## config.mk

```make
export PLATFORM = sky130hd
export DESIGN_NAME = tx_word_feeder
export DESIGN_NICKNAME = d
export VERILOG_FILES = /design/src/rtl/tx_word_feeder_pkg.sv /design/src/rtl/tx_word_feeder_word_fifo.sv /design/src/rtl/tx_word_feeder.sv
export SDC_FILE = /design/constraint.sdc
export NUM_CORES = 1
export LEC_CHECK = 0
export CORE_ASPECT_RATIO = 0.75
export CORE_MARGIN = 2
export CORE_UTILIZATION = 55
export DETAILED_ROUTE_END_ITERATION = 6
export GPL_TIMING_DRIVEN = 0
export MAX_ROUTING_LAYER = met4
export PLACE_DENSITY = 0.84
export RECOVER_POWER = 25
export SYNTH_ARGS = -nofsm -noshare
export SYNTH_HDL_FRONTEND = slang
export SYNTH_SLANG_ARGS = --single-unit
```

## constraint.sdc

```tcl
create_clock -name sclk -period 4 [get_ports sclk]
set_clock_uncertainty 0.2 [all_clocks]
set_input_delay 0.8 -clock sclk [delete_from_list [all_inputs] [get_ports sclk]]
set_output_delay 0.8 -clock sclk [all_outputs]
set_load 0.03 [all_outputs]
```

## src/rtl/tx_word_feeder_pkg.sv

```systemverilog
// Shared constants for the transmitter word feeder:
// word width, idle pattern and default buffer depth.
package tx_word_feeder_pkg;

  localparam int WW = 4;
  localparam logic [WW-1:0] IDLE_WORD = 4'b0000;
  localparam int DEFAULT_DEPTH = 8;

endpackage

```

## src/rtl/tx_word_feeder_word_fifo.sv

```systemverilog
// Synchronous FIFO of words; occupancy is the
// difference of two wrap-bit pointers.
import tx_word_feeder_pkg::*;

module word_fifo #(
  parameter int DEPTH = DEFAULT_DEPTH,
  parameter int AW    = 3
) (
  input  logic          sclk,
  input  logic          rst,
  input  logic          push_i,
  input  logic          pop_i,
  input  logic [WW-1:0] din_i,
  output logic [WW-1:0] dout_o,
  output logic [AW:0]   count_o,
  output logic          full_o,
  output logic          empty_o
);

  logic [WW-1:0] mem_q [DEPTH];
  logic [AW:0]   wptr_q, wptr_d;
  logic [AW:0]   rptr_q, rptr_d;
  logic          do_push;
  logic          do_pop;

  localparam logic [AW:0] FULL_CNT = (AW+1)'(DEPTH);

  assign count_o = wptr_q - rptr_q;
  assign full_o  = (count_o == FULL_CNT);
  assign empty_o = (count_o == '0);
  assign dout_o  = mem_q[rptr_q[AW-1:0]];

  assign do_push = push_i & ~full_o;
  assign do_pop  = pop_i & ~empty_o;

  always_comb begin
    wptr_d = wptr_q;
    rptr_d = rptr_q;
    if (do_push) wptr_d = wptr_q + 1'b1;
    if (do_pop)  rptr_d = rptr_q + 1'b1;
  end

  always_ff @(posedge sclk or negedge rst) begin
    if (!rst) begin
      wptr_q <= '0;
      rptr_q <= '0;
    end else begin
      wptr_q <= wptr_d;
      rptr_q <= rptr_d;
    end
  end

  // Storage needs no reset: pointers gate every read.
  always_ff @(posedge sclk) begin
    if (do_push) mem_q[wptr_q[AW-1:0]] <= din_i;
  end

endmodule

```

## src/rtl/tx_word_feeder.sv

```systemverilog
// Presents buffered words to the serial transmitter,
// advancing on the falling edge of its acknowledge.
import tx_word_feeder_pkg::*;

module tx_word_feeder #(
  parameter int DEPTH = DEFAULT_DEPTH,
  parameter int AW    = 3
) (
  input  logic          sclk,
  input  logic          rst,
  input  logic          wr_en,
  input  logic [WW-1:0] wr_data,
  output logic          full,
  output logic          empty,
  output logic [AW:0]   count,
  input  logic          ack,
  output logic [WW-1:0] date,
  output logic          date_vld,
  output logic [7:0]    sent_cnt,
  output logic          underrun,
  output logic          overflow
);

  logic          ack_q;
  logic          ack_fall;
  logic          push;
  logic          pop;
  logic [WW-1:0] head;

  logic [WW-1:0] date_q, date_d;
  logic          vld_q, vld_d;
  logic [7:0]    sent_q, sent_d;
  logic          un_q, un_d;
  logic          ov_q, ov_d;

  word_fifo #(
    .DEPTH(DEPTH),
    .AW   (AW)
  ) u_fifo (
    .sclk   (sclk),
    .rst    (rst),
    .push_i (push),
    .pop_i  (pop),
    .din_i  (wr_data),
    .dout_o (head),
    .count_o(count),
    .full_o (full),
    .empty_o(empty)
  );

  assign ack_fall = ack_q & ~ack;
  assign push     = wr_en & ~full;
  // Slot is frozen while the transmitter is mid-latch.
  assign pop      = ~vld_q & ~empty & ~ack & ~ack_q;

  always_comb begin
    date_d = date_q;
    vld_d  = vld_q;
    sent_d = sent_q;
    un_d   = un_q;
    ov_d   = ov_q | (wr_en & full);
    unique case (1'b1)
      ack_fall & vld_q: begin
        sent_d = sent_q + 8'd1;
        vld_d  = 1'b0;
        date_d = IDLE_WORD;
      end
      ack_fall & ~vld_q: un_d = 1'b1;
      pop: begin
        date_d = head;
        vld_d  = 1'b1;
      end
      default: ;
    endcase
  end

  always_ff @(posedge sclk or negedge rst) begin
    if (!rst) begin
      ack_q  <= 1'b0;
      date_q <= IDLE_WORD;
      vld_q  <= 1'b0;
      sent_q <= '0;
      un_q   <= 1'b0;
      ov_q   <= 1'b0;
    end else begin
      ack_q  <= ack;
      date_q <= date_d;
      vld_q  <= vld_d;
      sent_q <= sent_d;
      un_q   <= un_d;
      ov_q   <= ov_d;
    end
  end

  assign date     = date_q;
  assign date_vld = vld_q;
  assign sent_cnt = sent_q;
  assign underrun = un_q;
  assign overflow = ov_q;

endmodule

```

### Word-level counts from Yosys, hierarchy flattened

Memory sizes are Yosys's and may differ from the RTL's.
Cells that the tools add are included.

| storage, ports and cells | value |
|---|---|
| register bits after elaboration | 24 |
| memories kept | 1 |
| output and inout port bits | 21 |
| memory bits (writable) | 32 |
| bits of input ports | 8 |
| logic and storage cells | 36 |

Memory list:

| name | words | bits a word | read ports | clocked after memory_dff | write ports | RTL line | text |
|---|---|---|---|---|---|---|---|
| u_fifo.mem_q | 8 | 4 | 1 | 0 | 1 | tx_word_feeder_word_fifo.sv:20 | `logic [WW-1:0] mem_q [DEPTH];` |

| operators by class | value |
|---|---|
| equality and inequality tests | 1 |
| reductions and logical operators | 2 |
| add/sub/neg operators | 4 |
| bitwise operators | 16 |
| mux-type cells | 4 |

Operators with widths:

| operator | count |
|---|---|
| $and 1x1->1 | 10 |
| $add 4x1->4 const B | 2 |
| $add 8x1->8 const B | 1 |
| $pmux 4 s2 | 1 |
| $not 1->1 | 5 |
| $eq 4x4->1 const B | 1 |
| $logic_not 4->1 | 1 |
| $sub 4x4->4 | 1 |
| $mux 1 | 2 |
| $pmux 1 s2 | 1 |
| $reduce_bool 2->1 | 1 |
| $or 1x1->1 | 1 |

### Depth between registers and ports, before layout

| logic depth | value |
|---|---|
| word-level depth | 7 |
| gate-level depth with buffers | 10 |
| gate-level depth less buffers | 9 |

### Cells and area by module

Synthesis repeated with hierarchy kept, for this count alone.

| second synthesis, totals | value |
|---|---|
| cells, all modules | 170 |
| area, all modules | 2521.2 µm² |

Modules (own cells, without submodules):

| module | cells each | area each (µm²) | sequential area each (µm²) | instances |
|---|---|---|---|---|
| word_fifo | 119 | 1835.5 | 1161.1 | 1 |
| tx_word_feeder | 51 | 685.7 | 400.4 | 1 |

### Least setup slack after synthesis

No wires, ideal clock.

| timing path | value |
|---|---|
| path kind | reg2reg |
| from | register u_fifo.rptr_q[1] |
| to | memory u_fifo.mem_q[0][0] (enable) |
| arrival | 2.900 ns |
| cell stages (with the launch flop) | 10 |
| period minus slack after synthesis | 3.477 ns |
| path slack | 0.523 ns |
| data required time | 3.423 ns |
| path buffers | 2 |
| setup time | 0.377 ns |
| path through | dfrtp_1 > clkbuf_1 > inv_1 > fa_1 > xor2_1 > or3_1 > a21oi_2 > nand2b_1 > buf_6 > nor4_1 |

| on the way | value |
|---|---|
| longest elaborated chain between the ends | 7 |

Ends and longest elaborated chain:

| element | RTL line | text |
|---|---|---|
| start: declaration | tx_word_feeder_word_fifo.sv:22 | `logic [AW:0] rptr_q, rptr_d;` |
| start signal: assignment | tx_word_feeder_word_fifo.sv:49 | `rptr_q <= rptr_d;` |
| $sub 4x4->4 * | tx_word_feeder_word_fifo.sv:28 | `assign count_o = wptr_q - rptr_q;` |
| net count[2] | tx_word_feeder.sv:15 | `output logic [AW:0] count,` |
| $eq 4x4->1 * | tx_word_feeder_word_fifo.sv:29 | `assign full_o = (count_o == FULL_CNT);` |
| net full | tx_word_feeder.sv:13 | `output logic full,` |
| $not 1->1 * | tx_word_feeder_word_fifo.sv:33, tx_word_feeder.sv:52 |  |
| $and 1x1->1 | tx_word_feeder.sv:52 | `assign push = wr_en & ~full;` |
| $and 1x1->1 * | tx_word_feeder_word_fifo.sv:33 | `assign do_push = push_i & ~full_o;` |
| $mux 1 * | tx_word_feeder_word_fifo.sv:55 | `if (do_push) mem_q[wptr_q[AW-1:0]] <= din_i;` |
| $mux 1 (implied by the code) * | tx_word_feeder_word_fifo.sv:55 |  |
| end: declaration | tx_word_feeder_word_fifo.sv:20 |  |

The timed path passes the listed nets; every way through them passes the cells marked *.

### Final worst setup path

| timing path | value |
|---|---|
| from | register u_fifo.rptr_q[1] |
| to | output count[3] |

| on the way | value |
|---|---|
| longest elaborated chain between the ends | 1 |

Ends and longest elaborated chain:

| element | RTL line |
|---|---|
| $sub 4x4->4 | tx_word_feeder_word_fifo.sv:28 |
| end: declaration | tx_word_feeder.sv:15 |

Every way passes these cells.

==> flow_metrics.env <==
export IMPL_synth_top_cell_by_area="edfxtp_1"
export IMPL_worstPathArrival_ns=2.83
export IMPL_worstSetupPathType="reg2out"
export IMPL_start_util=0.586
export IMPL_relSlewSlack=0.295
export IMPL_grt_usage=0.192
export IMPL_synth_top_cell_area_share=0.397
export IMPL_path_clk_slew_ns=0.09
export IMPL_boundaryPins=29
export IMPL_drt_initial_drc_count=49
export IMPL_num_vias=1395
export IMPL_powerDensity_mw_per_mm2=812
export IMPL_first_pass_iters=4
export IMPL_cp_end_kind="output port"
export IMPL_insertion_delay_ns=0.30
export IMPL_area_growth_pct=18.3
export IMPL_ys_types=34
export IMPL_ant_nets=0
export IMPL_cp_cell_sequence="clkbuf_2 -> inv_1 -> ha_1 -> and3b_1 -> or3_4 -> nand2_1 -> clkdlybuf4s50_1"
export IMPL_p_leak_nw=1.16
export IMPL_synthesis_nets=177
export IMPL_slowest_delay_ns=0.66
export IMPL_grt_max_degree=25
export IMPL_dp_worst_setup_slack_ns=0.00726
export IMPL_setup_viol=0
export IMPL_fin_nets=212
export IMPL_tightestPinTransition_ns=1.05
export IMPL_hold_violations=0
export IMPL_setup_ws_ns=0.170
export IMPL_hp_class="reg2reg"
export IMPL_htree_num_levels=2
export IMPL_clockBufferDepth=2
export IMPL_critical_path_buf_inv_count=3
export IMPL_drc=0
export IMPL_synth_area_leaders="edfxtp_1 (40%), dfrtp_1 (25%), mux4_2 (7.4%)"
export IMPL_yosys_warnings=0
export IMPL_antenna_found_initial=0
export IMPL_portBuffers=28
export IMPL_period_share=0.957
export IMPL_critPathLaunchType="flop"
export IMPL_max_freq_mhz=261
export IMPL_final_util=0.693
export IMPL_nFillCells=299
export IMPL_dieArea_sq_mm=0.00495
export IMPL_report_final_slew_viol_count=0
export IMPL_grt_pass1_wl_mm=6.53
export IMPL_cts_buffers=5
export IMPL_wl_per_cell_um=15.9
export IMPL_layout_drive_gt1_share=0.126
export IMPL_setup_tns_ns=0
export IMPL_outcome="completed"
export IMPL_core_sq_mm=0.00413
export IMPL_cts_tree="built"
export IMPL_grt_overflow=0
export IMPL_grt_pass1_vias=1406
export IMPL_clock_sinks=56
export IMPL_ir_worst_vdd_mv=0.470
export IMPL_diodes=0
export IMPL_dp_hpwl_mm=3.00
export IMPL_drt_wl_total_mm=4.03
export IMPL_period_minus_slack_ns=3.83
export IMPL_routabilityCongestion=0.844
export IMPL_cp_top_family="buffers and inverters"
export IMPL_rsz0062_at_grt="no"
export IMPL_maxCapViolCount=0
export IMPL_cts_setup_buffers=0
export IMPL_seq_area_frac_synth=0.645
export IMPL_drt_vias_per_instance=5.51
export IMPL_critPathSlowestCell="clkdlybuf4s50_1"
export IMPL_critPathRequiredTime_ns=3.00
export IMPL_syn_inst=162
export IMPL_die_w_um=80.6
export IMPL_synth_area_sq_mm=0.00242
export IMPL_clockRootBuffer="clkbuf_8"
export IMPL_rows=20
export IMPL_die_h_um=61.4
export IMPL_syn_area_per_cell_sq_um=14.9
export IMPL_ys_seq_elements=56
export IMPL_worstPathMaxFanout=10
[worst register-to-register path: stages (launching register included)]
cell and delay (ns):
dfrtp_1 0.41, clkbuf_2 0.29, inv_1 0.13, ha_1 0.33, and3b_1 0.22, o21ai_1 0.25, a21oi_2 0.14, nand2b_1 0.17
buf_6 0.14, nor4_1 0.71
[flip-flops by register name, summed over array words and instances (netlist names)]
signal,count
u_fifo.wptr_q,4
u_fifo.rptr_q,4
overflow,1
underrun,1
sent_cnt,8
ack_q,1
date_vld,1
date,4
u_fifo.mem_q,32
[through the flow]
stage	std cells	cell area [sq um]	power, mW	hold WS, ns
after detailed placement	245	2770	2.04	0.255
after floorplan	162	2420	1.66	0.274
final	253	2860	2.32	0.268
after CTS	253	2860	2.35	0.273
after global routing	253	2860	2.47	0.294
after global placement	245	2770	1.99	0.240
[cell usage after synthesis]
cell and count:
mux2i_1 8, and3b_1 2, nor4_1 4, nand4_1 4
edfxtp_1 32, nor2_1 4, and3_1 2, mux2_2 1
a21o_2 1, buf_2 1, clkbuf_1 2, nand2b_1 1
a21oi_1 2, xnor2_1 11, fa_1 1, mux4_2 8
nand2_2 1, or3_1 1, dfrtp_1 24, o31ai_1 1
a21oi_2 1, mux2_4 1, nand2_1 16, a21o_1 2
nand3_1 2, or3_4 1, nor2b_1 1, nor3_1 7
inv_1 7, o21ai_0 1, clkinv_1 1, ha_1 6
xor2_1 4, buf_6 1
[report_power, final]
| part | switching, mW | internal, mW | leakage [nW] |
|---|---|---|---|
| Sequential | 0.121 | 0.754 | 0.586 |
| Clock | 0.180 | 0.126 | 0.0485 |
| Combinational | 0.640 | 0.504 | 0.523 |
| Total | 0.941 | 1.38 | 1.16 |
[layout make-up]
type	instances	area (sq um)	share of cell area
buffer	4	25.0	0.00874
clock buffer	5	68.8	0.0240
clock inverter	3	22.5	0.00787
inverter	8	30.0	0.0105
multi-input combinational	94	805	0.281
sequential	56	1560	0.545
tap	55	68.8	0.0240
timing repair buffer	28	282	0.0983
[placed cells by master (no fill, tap or decap), types with 4 or more instances in the layout]
cell	instances
nor3_1	7
nand4_1	4
nor2_1	4
clkbuf_8	5
edfxtp_1	32
clkdlybuf4s50_1	21
nor4_1	4
dfrtp_1	24
xnor2_1	11
xor2_1	4
nand2_1	16
mux4_2	8
ha_1	6
mux2i_1	8
dlygate4sd3_1	5
inv_1	7
[per-layer routing]
layer / vias up / GRT usage / wire length [um]
li1: 664 / - / -
met1: 687 / 0.230 / 1790
met2: 37 / 0.312 / 1940
met3: 7 / 0.0557 / 226
met4: 0 / 0.0823 / 70
met5: - / - / 0
[repair_timing]
action                                  CTS  global route
endpoints found under the setup margin    3             1
gates resized for setup                   3             1
hold buffers                              0             0
pin swaps                                 0             0
[kinds of logic after synthesis]
| family | synth area share |
|---|---|
| adders and majority gates | 0.0393 |
| xor gates and xnor gates | 0.0543 |
| DFF | 0.645 |
| AOI/OAI and AO/OA | 0.0227 |
| buffers and inverters | 0.0222 |
| and+or+nand+nor | 0.0977 |
| muxes | 0.118 |
[worst paths after layout]
kind | end | cells past startpoint | slack (ns) | from
setup / recovery | count[3] | 7 | 0.17 | u_fifo.rptr_q[1]
hold / removal | underrun | 1 | 0.27 | underrun
setup reg to reg | u_fifo.mem_q[4][2] | 9 | 0.65 | u_fifo.rptr_q[1]
hold reg to reg | underrun | 1 | 0.27 | underrun
max in group asynchronous | underrun | 1 | 2.10 | rst
min in group asynchronous | overflow | 1 | 0.86 | rst
(Power assumes the default switching activity.)
==> patch: new RTL, config.mk and constraints unchanged <==
`AW` is set to 3 in 2 places; all go to 4.
--- a/src/rtl/tx_word_feeder_word_fifo.sv
+++ b/src/rtl/tx_word_feeder_word_fifo.sv
@@ -4,7 +4,7 @@
 
 module word_fifo #(
   parameter int DEPTH = DEFAULT_DEPTH,
-  parameter int AW    = 3
+  parameter int AW    = 4
 ) (
   input  logic          sclk,
   input  logic          rst,
--- a/src/rtl/tx_word_feeder.sv
+++ b/src/rtl/tx_word_feeder.sv
@@ -4,7 +4,7 @@
 
 module tx_word_feeder #(
   parameter int DEPTH = DEFAULT_DEPTH,
-  parameter int AW    = 3
+  parameter int AW    = 4
 ) (
   input  logic          sclk,
   input  logic          rst,
Interface: changed (resized count); port bits go from 29 to 30. No check against the original RTL was run, so the function may have changed too.
==> patch against the original RTL <==
Area after synthesis is 4.9% higher. Sequential share of layout area is 3.2 points lower. Wire length is 20% higher. Worst setup slack better by 0.049 ns. Non-clock buffer count is 1 higher. Power is 27% higher. Global-route usage is 3.6 points higher. Cell area is 9.6% higher. Utilization is 1.3 points higher. Fmax is 1.3% higher. Via count is 10% higher. Sequential cell count is 2 higher. Critical path type unchanged.
==> patch: results (changes against the original RTL) <==
status: finished, final reports clean
vias in the first global route: 1660 (+18%)
Netlist cell types: 32 (-5.9%)
leakage power total: 1.25 nW (+7.9%)
DR iter-0 viols: 71 (+45%)
Worst Path Arrival: 2.78 ns (-0.05 ns)
Fillers: 294 (-1.7%)
maximum vdd drop: 0.622 mV (+32%)
layout cell share with drive strength beyond 1: 15.7% (+3.1 points)
placed cells: 257 (+4.9%)
Post-Route WL: 4.83 mm (+20%)
ys async rst share: 44.8% (+2.0 points)
DR WL met2: 2.48 mm (+28%)
gp weighted congestion: 0.872 (+3.4%)
Synth area leaders: edfxtp_1, dfrtp_1, mux4_2, xnor2_1, ha_1
All-Layer GR Usage: 22.8% (+3.6 points)
DPL Wire Length: 3.39 mm (+13%)
Worst-Skew Late Latency: 0.34 ns (+0.04 ns)
fraction of the mapped netlist area in adder cells: 4.24% (+0.31 points)
CTS H-tree lvls: 3 (+1)
Layout Nets: 227 (+7.1%)
multiplexer share of the synthesized area: 11.7% (-0.11 points)
Slew HR: 22.9% (-6.6 points)
met3 WL post-DR: 275 µm (+22%)
Synth top cells by count: edfxtp_1, dfrtp_1, xnor2_1, nand2_1, nor2_1
routed via count: 1540 (+10%)
area post-placement: 2900 µm² (+4.7%)
first-pass GRT wire length: 8.07 mm (+24%)
cells after synthesis: 171 (+5.6%)
total CTS buffers: 9 (+4)
met1 wire length: 1.92 mm (+7.3%)
Compound-Gate Fraction of Synth Area: 4.68% (+2.4 points)
Buffers on Ports: 29 (+3.6%)
Synthesized Nets: 187 (+5.6%)
synthesized-area fraction occupied by xor and xnor cells: 6.51% (+1.1 points)
CTS clk-pin slew, worst paths: 0.07 ns (-0.02 ns)
Finished Layout Cells: 273 (+7.9%)
DRT Pass-1 Iters: 5 (+1)
==> patch: cell types whose count changed after synthesis, moves of 3 or more <==
cell      delta
nand3_1      +4
nor2_1       +5
nand2_1      -7
nor4_1       -3
o211ai_1     +5
nand4_1      -4
==> patch: final timing paths <==
kind,start,to,slack [ns],cells after the start
max reg2reg,u_fifo.rptr_q[1]$_DFFE_PN0P_,u_fifo.mem_q[0][2]$_DFFE_PP_,0.79,8
max,u_fifo.rptr_q[1]$_DFFE_PN0P_,empty,0.22,9
min in group asynchronous,rst,u_fifo.wptr_q[0]$_DFFE_PN0P_,0.87,1
min,underrun$_DFFE_PN0P_,underrun$_DFFE_PN0P_,0.27,1
max in group asynchronous,rst,sent_cnt[6]$_DFFE_PN0P_,2.03,1
min reg2reg,underrun$_DFFE_PN0P_,underrun$_DFFE_PN0P_,0.27,1
==> patch: logic make-up after synthesis <==
| group | after synthesis |
|---|---|
| adders and majority gates | 8 |
| buffers and inverters | 13 |
| xor gates and xnor gates | 18 |
| muxes | 19 |
| DFF | 58 |
| AOI/OAI and AO/OA | 16 |
| and+or+nand+nor | 39 |
==> patch: critical path, cell delays in order (launching register included) <==
cell,delay (ns)
dfrtp_1,0.41
clkbuf_2,0.28
inv_1,0.13
fa_1,0.48
nand3_1,0.13
and3_1,0.21
o21ai_1,0.10
buf_2,0.21
nor2_1,0.09
dlygate4sd2_1,0.40
==> patch: routing by layer <==
layer,up-vias,track usage [%]
li1,710,-
met1,765,26.3
met2,50,34.9
met3,15,7.37
met4,0,12.9
met5,-,-
==> patch: final cells by class <==
type                    count  share of cell area (%)
flip-flops and latches     58                    51.4
multi-input cells         100                    27.9
repair buffers             29                    9.05
clock buffers               9                    3.95
clock inverters             7                    3.75
well taps                  57                    2.27
inverters                   9                    1.08
plain buffers               4                   0.598
==> patch: report_power, final <==
| group | leakage [nW] | switching, mW | internal (mW) | total (mW) |
|---|---|---|---|---|
| clock | 0.113 | 0.231 | 0.412 | 0.643 |
| combinational | 0.525 | 0.830 | 0.561 | 1.39 |
| sequential | 0.611 | 0.122 | 0.787 | 0.909 |
==> patch: per-stage QoR <==
step / hold slack, ns / setup slack [ns] / util (%)
finish: 0.266 / 0.219 / 70.6
global route: 0.297 / 0.0330 / 70.6
CTS: 0.280 / 0.104 / 70.7
detailed placement: 0.269 / -0.0123 / 65.3
global placement: 0.236 / 0.134 / 65.3
floorplan: 0.260 / 0.591 / -
